===== config.mk =====
export PLATFORM = sky130hd
export DESIGN_NAME = svm_train_init
export DESIGN_NICKNAME = d
export VERILOG_FILES = /design/src/rtl/svm_train_init.sv
export SDC_FILE = /design/constraint.sdc
export NUM_CORES = 1
export LEC_CHECK = 0
export CORE_UTILIZATION = 43
export CTS_CLUSTER_DIAMETER = 50
export DETAILED_ROUTE_END_ITERATION = 10
export GPL_TIMING_DRIVEN = 0
export PLACE_DENSITY = 0.83
export SETUP_SLACK_MARGIN = 0.02
export SKIP_LAST_GASP = 1
export SYNTH_ARGS = -nofsm -noshare
export SYNTH_HDL_FRONTEND = slang
export SYNTH_SLANG_ARGS = --single-unit

===== constraint.sdc =====
create_clock -name clk -period 3.6 [get_ports clk]
set_input_delay 0.36 -clock clk [delete_from_list [all_inputs] [get_ports clk]]
set_output_delay 0.36 -clock clk [all_outputs]
set_load 0.01 [all_outputs]

===== src/rtl/svm_train_init.sv =====
// svm_train_init: SMO training initialiser. Reads the library header, then seeds the
// label / alpha-type / alpha / gradient RAMs once per sample. Optional: SVM_LABEL_CHECK_EN.
module svm_train_init #(
  parameter int unsigned       DATA_W    = 64,
  parameter int unsigned       ADDR_W    = 11,
  parameter int unsigned       ROM_AW    = 16,
  parameter int unsigned       DIM_W     = 6,
  parameter int unsigned       MAX_DIM   = 63,
  parameter logic [DATA_W-1:0] POS_LABEL = 64'h1111_1111_1111_1111,
  parameter logic [DATA_W-1:0] NEG_LABEL = 64'h0000_0000_0000_0000,
  parameter logic [DATA_W-1:0] GRAD_INIT = 64'hBFF0_0000_0000_0000
) (
  input  logic              clk,
  input  logic              rst,
  input  logic              start,
  output logic [ROM_AW-1:0] rom_addr,
  input  logic [DATA_W-1:0] rom_q,
  output logic              wr_en,
  output logic [ADDR_W-1:0] wr_addr,
  output logic              label_d,
  output logic [1:0]        type_d,
  output logic [DATA_W-1:0] alpha_d,
  output logic [DATA_W-1:0] grad_d,
  output logic [ADDR_W:0]   n_vector,
  output logic [DIM_W-1:0]  n_dim,
  output logic [ADDR_W:0]   n_pos,
  output logic [ADDR_W:0]   n_neg,
  output logic              busy,
  output logic              done,
  output logic [3:0]        err_code
);

`ifdef SVM_LABEL_CHECK_EN
  localparam bit LABEL_CHECK = 1'b1;
`else
  localparam bit LABEL_CHECK = 1'b0;
`endif

  localparam int unsigned       SUM_W  = ((ROM_AW > DIM_W) ? ROM_AW : DIM_W) + 2;
  localparam logic [DATA_W-1:0] NV_MAX = {{(DATA_W-1){1'b0}}, 1'b1} << ADDR_W;
  localparam logic [DATA_W-1:0] ND_MAX = DATA_W'(MAX_DIM);

  typedef enum logic [2:0] {
    S_IDLE, S_H_NV, S_H_ND, S_CHECK, S_WALK, S_FLUSH, S_DONE
  } state_t;

  state_t              state_q, state_d;
  logic [ROM_AW-1:0]   rom_addr_q, rom_addr_d;
  logic                ovf_q, ovf_d;
  logic [ADDR_W-1:0]   idx_q, idx_d;
  logic [ADDR_W:0]     n_vector_q, n_vector_d;
  logic [DIM_W-1:0]    n_dim_q, n_dim_d;
  logic                nv_bad_q, nv_bad_d;
  logic                nd_bad_q, nd_bad_d;
  logic [ADDR_W:0]     n_pos_q, n_pos_d;
  logic [ADDR_W:0]     n_neg_q, n_neg_d;
  logic [3:0]          err_q, err_d;
  logic                wr_en_q, wr_en_d;
  logic [ADDR_W-1:0]   wr_addr_q, wr_addr_d;
  logic                wlabel_q, wlabel_d;
  logic [1:0]          wtype_q, wtype_d;
  logic [DATA_W-1:0]   wgrad_q, wgrad_d;

  logic [SUM_W-1:0]    base;
  logic [SUM_W-1:0]    next_addr;
  logic                next_ovf;
  logic                idx_last;
  logic                is_pos;
  logic                bad_lbl;

  always_ff @(posedge clk or posedge rst) begin
    if (rst) begin
      state_q    <= S_IDLE;
      rom_addr_q <= '0;
      ovf_q      <= 1'b0;
      idx_q      <= '0;
      n_vector_q <= '0;
      n_dim_q    <= '0;
      nv_bad_q   <= 1'b0;
      nd_bad_q   <= 1'b0;
      n_pos_q    <= '0;
      n_neg_q    <= '0;
      err_q      <= '0;
      wr_en_q    <= 1'b0;
      wr_addr_q  <= '0;
      wlabel_q   <= 1'b0;
      wtype_q    <= '0;
      wgrad_q    <= '0;
    end else begin
      state_q    <= state_d;
      rom_addr_q <= rom_addr_d;
      ovf_q      <= ovf_d;
      idx_q      <= idx_d;
      n_vector_q <= n_vector_d;
      n_dim_q    <= n_dim_d;
      nv_bad_q   <= nv_bad_d;
      nd_bad_q   <= nd_bad_d;
      n_pos_q    <= n_pos_d;
      n_neg_q    <= n_neg_d;
      err_q      <= err_d;
      wr_en_q    <= wr_en_d;
      wr_addr_q  <= wr_addr_d;
      wlabel_q   <= wlabel_d;
      wtype_q    <= wtype_d;
      wgrad_q    <= wgrad_d;
    end
  end

  // rom_addr runs one record ahead of rom_q, so ovf_q flags that the *next*
  // record is unreachable; the record currently on rom_q is still valid.
  always_comb begin
    base      = (state_q == S_CHECK) ? SUM_W'(2) : SUM_W'(rom_addr_q);
    next_addr = base + SUM_W'(n_dim_q) + SUM_W'(1);
    next_ovf  = |(next_addr >> ROM_AW);
    idx_last  = ({1'b0, idx_q} == (n_vector_q - (ADDR_W+1)'(1)));
    is_pos    = (rom_q == POS_LABEL);
    bad_lbl   = LABEL_CHECK && (rom_q != POS_LABEL) && (rom_q != NEG_LABEL);
  end

  always_comb begin
    state_d    = state_q;
    rom_addr_d = rom_addr_q;
    ovf_d      = ovf_q;
    idx_d      = idx_q;
    n_vector_d = n_vector_q;
    n_dim_d    = n_dim_q;
    nv_bad_d   = nv_bad_q;
    nd_bad_d   = nd_bad_q;
    n_pos_d    = n_pos_q;
    n_neg_d    = n_neg_q;
    err_d      = err_q;
    wr_en_d    = 1'b0;
    wr_addr_d  = wr_addr_q;
    wlabel_d   = wlabel_q;
    wtype_d    = wtype_q;
    wgrad_d    = wgrad_q;
    case (state_q)
      S_IDLE: begin
        rom_addr_d = '0;
        if (start) begin
          state_d    = S_H_NV;
          rom_addr_d = ROM_AW'(1);
          n_pos_d    = '0;
          n_neg_d    = '0;
          err_d      = '0;
        end
      end
      S_H_NV: begin
        n_vector_d = rom_q[ADDR_W:0];
        nv_bad_d   = (rom_q == '0) || (rom_q > NV_MAX);
        rom_addr_d = ROM_AW'(2);
        state_d    = S_H_ND;
      end
      S_H_ND: begin
        n_dim_d  = rom_q[DIM_W-1:0];
        nd_bad_d = (rom_q == '0) || (rom_q > ND_MAX);
        state_d  = S_CHECK;
      end
      S_CHECK: begin
        if (nv_bad_q || nd_bad_q) begin
          err_d[0] = nv_bad_q;
          err_d[1] = nd_bad_q;
          state_d  = S_DONE;
        end else begin
          rom_addr_d = next_addr[ROM_AW-1:0];
          ovf_d      = next_ovf;
          idx_d      = '0;
          state_d    = S_WALK;
        end
      end
      S_WALK: begin
        if (bad_lbl) begin
          err_d[3] = 1'b1;
          state_d  = S_FLUSH;
        end else begin
          wr_en_d    = 1'b1;
          wr_addr_d  = idx_q;
          wlabel_d   = is_pos;
          wtype_d    = is_pos ? 2'b10 : 2'b01;
          wgrad_d    = GRAD_INIT;
          if (is_pos) n_pos_d = n_pos_q + (ADDR_W+1)'(1);
          else        n_neg_d = n_neg_q + (ADDR_W+1)'(1);
          idx_d      = idx_q + ADDR_W'(1);
          rom_addr_d = next_addr[ROM_AW-1:0];
          ovf_d      = next_ovf;
          if (idx_last) begin
            state_d = S_FLUSH;
          end else if (ovf_q) begin
            err_d[2] = 1'b1;
            state_d  = S_FLUSH;
          end
        end
      end
      S_FLUSH: state_d = S_DONE;
      S_DONE: begin
        rom_addr_d = '0;
        ovf_d      = 1'b0;
        state_d    = S_IDLE;
      end
      default: state_d = S_IDLE;
    endcase
  end

  assign rom_addr = rom_addr_q;
  assign wr_en    = wr_en_q;
  assign wr_addr  = wr_addr_q;
  assign label_d  = wlabel_q;
  assign type_d   = wtype_q;
  assign alpha_d  = '0;
  assign grad_d   = wgrad_q;
  assign n_vector = n_vector_q;
  assign n_dim    = n_dim_q;
  assign n_pos    = n_pos_q;
  assign n_neg    = n_neg_q;
  assign busy     = (state_q != S_IDLE);
  assign done     = (state_q == S_DONE);
  assign err_code = err_q;

endmodule


# == Yosys cells after proc, flatten, opt, wreduce, memory -nomap -nowiden ==
# Cells that the tools add are included.
# classes
bitwise_logic,1
magnitude_cmp,2
n_reduce_logical,21
n_eq_ne,16
mux,26
add_sub_neg,6
# ops
cell,count
$pmux W16 S5,1
$eq A64 B61 Y1 const B,1
$gt A64 B12 Y1 const B,1
$gt A64 B6 Y1 const B,1
$logic_not A64 Y1,1
$pmux W12 S2,2
$mux W12,3
$mux W16,2
$add A12 B1 Y12 const B,2
$pmux W11 S2,1
$add A17 B1 Y18 const B,1
$pmux W3 S6,1
$add A16 B6 Y17,1
$eq A11 B12 Y1,1
$ne A2 B2 Y1 const B,6
$reduce_and A3 Y1,4
$sub A12 B1 Y12 const B,1
$add A11 B1 Y11 const B,1
$mux W11,1
$eq A3 B3 Y1 const B,3
$mux W3,3
$pmux W2 S2,2
$reduce_and A2 Y1,4
$eq A3 B2 Y1 const B,2
other kinds (15),26
# word_totals
inputBits,67
regBits,95
word_cells,90
out_inout_bits,207

# == Depth between registers and ports, before layout ==
# Gate-level depths: netlist of the first run.
# logic_depth
ltp_word,7
ltp_mapped,12

# == Worst setup path after synthesis of the first run ==
# Ideal clock, no wire load.
# synth_path
kind,reg2reg
from,register state_q[2]
to,"register rom_addr_q[8], in the netlist rom_addr[8]"
required_time_ps,3478
stages_incl_launch_ff,13
path_buffers,2
setup_time_ps,122
period_less_slack_ps,3024
t_arrival_ps,2903
slack_ps,576
cell_sequence,dfrtp_1 buf_2 nand3b_1 clkbuf_1 nand2_1 ha_1 fa_1 nand2b_1 a21boi_0 o21ai_0 a2111oi_0 o21ai_0 a32o_1
# synth_via
elab_chain_cells,6
# synth_lines
item,line,rtl
from (decl),47,"state_t state_q, state_d;"
from (signal assigned),90,state_q <= state_d;
$eq A3 B2 Y1,"112, 137",
$mux W16,112,base = (state_q == S_CHECK) ? SUM_W'(2) : SUM_W'(rom_addr_q);
$add A16 B6 Y17,113,next_addr = base + SUM_W'(n_dim_q) + SUM_W'(1);
$add A17 B1 Y18,113,
$mux W16,160,if (nv_bad_q || nd_bad_q) begin
$pmux W16 S5,137,case (state_q)
to (signal assigned),91,rom_addr_q <= rom_addr_d;
to (decl),48,"logic [ROM_AW-1:0] rom_addr_q, rom_addr_d;"
# Parallel ways exist; a longest one is shown, timed or not. The select of a mux whose other input is x is not followed.
# A chain may end at the register's enable or synchronous reset.

# == Worst setup path after layout of the first run ==
# layout_path
from,register state_q[2]
to,"register rom_addr_q[14], in the netlist rom_addr[14]"
# Same word-level chain as after synthesis.

==> results.json, run 1 <==
{
  "clkPwrFrac_pct": 19.9,
  "die_h_um": 122,
  "drc": 0,
  "hp-class": "input port to asynchronous set/reset pin",
  "status": "completed",
  "grtUsageTotal_pct": 23.8,
  "yosys_warnings": 0,
  "timing_worst_setup_path_type": "flip-flop to flip-flop",
  "yosysUniqueCellTypes": 59,
  "final_area_mm2": 0.00878,
  "p_sw_mw": 1.81,
  "clkSinkCount": 93,
  "synth_flop_cell": "dfrtp_1",
  "clockBufferDepth": 2,
  "grt_overflow": 0,
  "grt_pass1_vias": 5461,
  "drtIter0Drc": 387,
  "yosys.area.top_type_share_pct": 37.5,
  "grt_max_degree": 68,
  "diodes": 0,
  "root_buffer": "clkbuf_16",
  "fp-row-count": 43,
  "routed_wirelength_um": 17300,
  "wire_per_inst_um": 14.7,
  "post-dp-hpwl_um": 13300,
  "core_area_mm2": 0.0140,
  "power.density_mw_per_mm2": 542,
  "worstMarginPinSlew_ns": 0.751,
  "slew_violations": 0,
  "skew_ns": 0.00890,
  "power_mw": 4.75,
  "rsz0062_at_grt": "false",
  "p_leak_nw": 4.03,
  "die_area_mm2": 0.0149,
  "synth_area_mm2": 0.00621,
  "switching_share_pct": 38.1,
  "vias": 5906,
  "ios": 274,
  "cap_violations": 0,
  "drt_pass1_iterations": 6,
  "syn-instance-count": 707,
  "yosysTopAreaCell": "dfrtp_1",
  "fin_setup_tns_ns": 0,
  "syn_avg_cell_area_um2": 8.78,
  "drt-vias-per-instance": 5.02,
  "synth.ff_latch_count": 93,
  "fillers": 1210,
  "max_freq_ghz": 0.306,
  "antenna_left": 0,
  "die_w_um": 122,
  "antenna_found_initial": 0,
  "layout-drive-gt1-share_pct": 18.4,
  "p_seq_share_pct": 31.7,
  "worst_setup_path_end_kind": "flip-flop",
  "clock_latency_ns": 0.35,
  "fin_cells": 1176,
  "port_buffers": 155,
  "cts_hold_buf": 0,
  "nets": 1071,
  "htree_num_levels": 3,
  "place_inst": 1160,
  "peakVddDrop_mv": 0.308,
  "clkTransAtPathRegs_ns": 0.07,
  "multi_input_area_mm2": 0.00319,
  "ys_async_sr_fraction_pct": 100,
  "crit_arrival_ns": 3.50,
  "fin_crit_ns": 3.27,
  "cp-start-kind": "flip-flop",
  "setup_viol": 0,
  "cts_tree": "done",
  "start_util_pct": 44.4,
  "routabilityCongestion": 0.840,
  "cp_max_fo": 10,
  "p_comb_share_pct": 48.4,
  "placed_area_mm2": 0.00845,
  "grt_pass1_wl_um": 27400,
  "finalHoldViolCount": 0,
  "yosysSeqAreaShare_pct": 37.5,
  "layout.area.seq_mm2": 0.00233,
  "numCtsBuffers": 9,
  "finalCritPeriodShare_pct": 90.8,
  "p_int_mw": 2.94,
  "syn_to_final_growth_pct": 41.4,
  "synth-edff-count": 0,
  "slew_headroom_pct": 49.7,
  "synthTopCellsByArea": "dfrtp_1, buf_4, nand2_1",
  "regToRegSetupSlack_ns": 0.33,
  "cp.required_ns": 3.83
}
-- area by class of cell --
type | instances | share of cell area [%]
Sequential cell | 93 | 26.5
Inverter | 13 | 0.584
Clock inverter | 3 | 0.542
Tap cell | 180 | 2.57
Multi-Input combinational cell | 558 | 36.4
Timing Repair Buffer | 158 | 18.2
Clock buffer | 11 | 2.77
Buffer | 160 | 12.5
-- power groups by stage --
stage | combinational (mW) | sequential, mW | clock [mW]
floorplan | 1.35 | 1.53 | 0
global placement | 2.20 | 1.51 | 0
detailed placement | 2.25 | 1.52 | 0
CTS | 2.27 | 1.50 | 0.956
global route | 2.53 | 1.54 | 1.01
finish | 2.30 | 1.51 | 0.944
-- through the flow --
| stage | hold slack (ns) | setup slack, ns | util [%] |
|---|---|---|---|
| 2_1_floorplan | 0.477 | 0.576 | - |
| 3_3_place_gp | 0.461 | -0.717 | 60.2 |
| 3_5_place_dp | 0.467 | -0.175 | 60.4 |
| 4_1_cts | 0.360 | 0.0946 | 62.6 |
| 5_1_grt | 0.392 | 0.141 | 62.7 |
| 6_report | 0.350 | 0.331 | 62.7 |
-- cell families after synthesis --
logic type	after synthesis	share of synthesized area, %
xor gates and xnor gates	14	1.98
muxes	18	3.20
and+or+nand+nor	252	21.1
AOI/OAI and AO/OA	145	15.4
adders and majority gates	11	2.34
buffers and inverters	173	18.4
other	1	0.0604
DFF	93	37.5
-- layer usage --
layer / GRT usage [%] / wire length (µm) / vias to the layer above
li1: - / - / 2863
met1: 30.2 / 7180 / 2759
met2: 40.3 / 8460 / 259
met3: 4.82 / 1300 / 25
met4: 7.85 / 350 / 0
met5: 0 / 0 / -
-- placed cells by master (no fill, tap or decap), types with 5 or more instances in the layout --
cell / n
xnor2_1: 11
nor3_1: 12
nand2_1: 77
o21ai_0: 42
conb_1: 118
clkbuf_1: 27
clkdlybuf4s50_1: 155
nand3_1: 29
and3_1: 11
dfrtp_1: 93
or4_1: 16
a21oi_1: 31
mux2_2: 15
nor2_1: 30
a32o_1: 7
ha_1: 10
nand2b_1: 8
o31ai_1: 17
buf_4: 131
clkbuf_16: 9
inv_1: 11
or3_1: 15
or2_2: 6
and2_1: 5
o21a_1: 6
nor4_1: 16
nand4_1: 11
-- worst max-delay path, cell delays in order, from the launching register on --
cell      delay (ns)
dfrtp_1         0.34
buf_2           0.20
nand3b_1        0.17
clkbuf_2        0.26
nand2_1         0.09
ha_1            0.21
fa_1            0.39
nand2b_1        0.17
a21boi_0        0.31
o21ai_0         0.24
a211oi_2        0.27
buf_4           0.17
a21oi_1         0.06
a211o_1         0.27
-- repair_timing --
action                                  CTS  global route
resized for setup                         2             2
buffers inserted                          0             2
pin swaps                                 0             1
endpoints found under the setup margin    3             3
endpoints found under the hold margin     0             0
-- state kept, by name, summed over array words and instances, names as in the netlist --
name      count
idx_q        11
nd_bad_q      1
err_code      3
n_vector     12
wr_addr      11
n_dim         6
n_neg        12
type_d        1
label_d       1
grad_d        1
nv_bad_q      1
state_q       3
rom_addr     16
ovf_q         1
n_pos        12
wr_en         1
-- cells in the mapped netlist (12+ instances only) --
| library cell | number |
|---|---|
| o31ai_1 | 17 |
| or4_1 | 16 |
| clkbuf_1 | 27 |
| buf_4 | 129 |
| nand2_1 | 77 |
| o21ai_0 | 42 |
| inv_1 | 12 |
| nor3_1 | 12 |
| dfrtp_1 | 93 |
| nand3_1 | 29 |
| a21oi_1 | 31 |
| mux2_2 | 15 |
| or3_1 | 15 |
| nor2_1 | 30 |
| nor4_1 | 16 |
-- path summary, 6_finish.rpt --
path / from / end / cells past startpoint
setup / recovery: state_q[2] / rom_addr[14] / 13
hold reg to reg: wr_addr[7] / wr_addr[7] / 2
setup reg to reg: state_q[2] / rom_addr[14] / 13
hold / removal: rst / n_vector[11] / 2
max in group asynchronous: rst / n_pos[2] / 3
min in group clk: wr_addr[7] / wr_addr[7] / 2
(Power assumes the default switching activity.)
==> inputs of run 2 (changes only) <==
--- a/config.mk
+++ b/config.mk
@@ -9,7 +9,7 @@
 export CTS_CLUSTER_DIAMETER = 50
 export DETAILED_ROUTE_END_ITERATION = 10
 export GPL_TIMING_DRIVEN = 0
-export PLACE_DENSITY = 0.83
+export PLACE_DENSITY = 0.84
 export SETUP_SLACK_MARGIN = 0.02
 export SKIP_LAST_GASP = 1
 export SYNTH_ARGS = -nofsm -noshare
==> results.json, run 2 (synthesis results as in run 1) <==
{
  "cts_tree": "done",
  "top_layer": "met4",
  "fin_crit_ns": 3.38,
  "nets": 1072,
  "crit_family": "compound AO/OA/AOI/OAI gates",
  "clkSinkCount": 93,
  "layout-drive-gt1-share_pct": 18.7,
  "hp-class": "input port to asynchronous set/reset pin",
  "fp-row-count": 43,
  "status": "completed",
  "timing_worst_setup_path_type": "flip-flop to flip-flop",
  "worst_setup_path_end_kind": "flip-flop",
  "slew_headroom_pct": 49.7,
  "cts_hold_buf": 0,
  "finalCritPeriodShare_pct": 94.0,
  "layout_commonest_cell": "clkdlybuf4s50_1",
  "wire_per_inst_um": 14.7,
  "met3_length_um": 1330,
  "start_util_pct": 44.4,
  "syn_to_final_growth_pct": 42.1,
  "antenna_left": 0,
  "power_mw": 4.87,
  "peakVddDrop_mv": 0.348,
  "final_cell_mix": "clkdlybuf4s50_1, buf_4, conb_1, dfrtp_1, nand2_1",
  "drt_pass1_iterations": 4,
  "path_buf_inv": 2,
  "wl_met1_um": 7070,
  "drtIter0Drc": 383,
  "cp.required_ns": 3.83,
  "drc": 0,
  "clock_latency_ns": 0.34,
  "grtUsageTotal_pct": 23.4,
  "grt_overflow": 0,
  "layout_setup_ws_ns": 0.218,
  "vias": 5941,
  "htree_num_levels": 3,
  "grt_max_degree": 72,
  "die_w_um": 122,
  "final_area_mm2": 0.00882,
  "power.density_mw_per_mm2": 552,
  "crit_arrival_ns": 3.61,
  "grt_pass1_wl_um": 27200,
  "slowest_stage": "a211oi_2",
  "timing.hold.ws_ns": 0.335,
  "core_area_mm2": 0.0140,
  "drt-vias-per-instance": 5.04,
  "clockBufferDepth": 2,
  "antenna_found_initial": 0,
  "die_area_mm2": 0.0149,
  "die_h_um": 122,
  "place_ws_ns": -0.0891,
  "crit_chain": "buf_2 > nand3b_1 > clkbuf_2 > nand2_1 > ha_1 > fa_1 > nand2b_1 > a21boi_0 > o21ai_0 > a211oi_2 > a21oi_1 > a211o_1",
  "cp_slowest_stage_delay_ns": 0.40,
  "cap_violations": 0,
  "grt_pass1_vias": 5359,
  "max_freq_ghz": 0.296,
  "setup_viol": 0,
  "root_buffer": "clkbuf_16",
  "worstMarginPinSlew_ns": 0.751,
  "port_buffers": 155,
  "slew_violations": 0,
  "cp-start-kind": "flip-flop",
  "finalHoldViolCount": 0,
  "post-dp-hpwl_um": 13100,
  "cp_max_fo": 10,
  "placed_area_mm2": 0.00845,
  "clkTransAtPathRegs_ns": 0.07,
  "ios": 274,
  "largest_register_ff_count": 16,
  "numCtsBuffers": 9,
  "p_leak_nw": 4.05,
  "routabilityCongestion": 0.881,
  "diodes": 0,
  "skew_ns": 0.00376,
  "routed_wirelength_um": 17300,
  "rsz0062_at_grt": "false",
  "wl_met2_um": 8570,
  "fillers": 1207
}
-- run 2: power by group --
group	leakage (nW)	internal (mW)	switching [mW]	total [mW]
sequential	1.22	1.25	0.266	1.52
combinational	2.67	1.15	1.16	2.31
clock	0.158	0.626	0.410	1.04
total	4.05	3.03	1.84	4.87
-- run 2: metal layers --
layer  GRT usage, %  up-vias
li1               -     2865
met1           30.7     2793
met2           38.7      257
met3           4.54       26
met4           7.93        0
met5              0        -
-- run 2: final timing paths --
check                            from            to  slack, ns  cells after the start
max                        state_q[2]  rom_addr[14]       0.22                     12
min                               rst   wr_addr[10]       0.33                      2
max reg2reg                state_q[2]  rom_addr[14]       0.22                     12
min reg2reg                wr_addr[6]    wr_addr[6]       0.47                      2
max in group asynchronous         rst   n_vector[3]       2.63                      3
min in group clk           wr_addr[6]    wr_addr[6]       0.47                      2
-- run 2: final cells by class --
cell class	instances	area, µm²	area share (%)
plain buffers	160	1100	12.4
clock buffers	10	239	2.71
clock inverters	6	86.3	0.979
inverters	13	51.3	0.582
multi-input cells	558	3190	36.2
flip-flops and latches	93	2330	26.4
well taps	180	225	2.55
repair buffers	159	1600	18.2
-- run 2: worst register-to-register path: stages (launching register included) --
cell      delay (ns)
dfrtp_1         0.34
buf_2           0.21
nand3b_1        0.25
clkbuf_2        0.28
nand2_1         0.09
ha_1            0.21
fa_1            0.39
nand2b_1        0.17
a21boi_0        0.29
o21ai_0         0.25
a211oi_2        0.40
a21oi_1         0.12
a211o_1         0.27
-- run 2: stage by stage --
step	utilization, %	std cells	setup TNS (ns)
3_3_place_gp	60.2	1159	-66.04
3_5_place_dp	60.4	1160	-0.197
6_report	63.1	1179	0
2_1_floorplan	-	824	0
4_1_cts	62.8	1176	0
5_1_grt	63.1	1179	0
-- run 2: what timing repair did --
item                                    4_1_cts  5_1_grt
endpoints found under the setup margin        3        5
buffers inserted                              0        3
gates resized for setup                       1        3
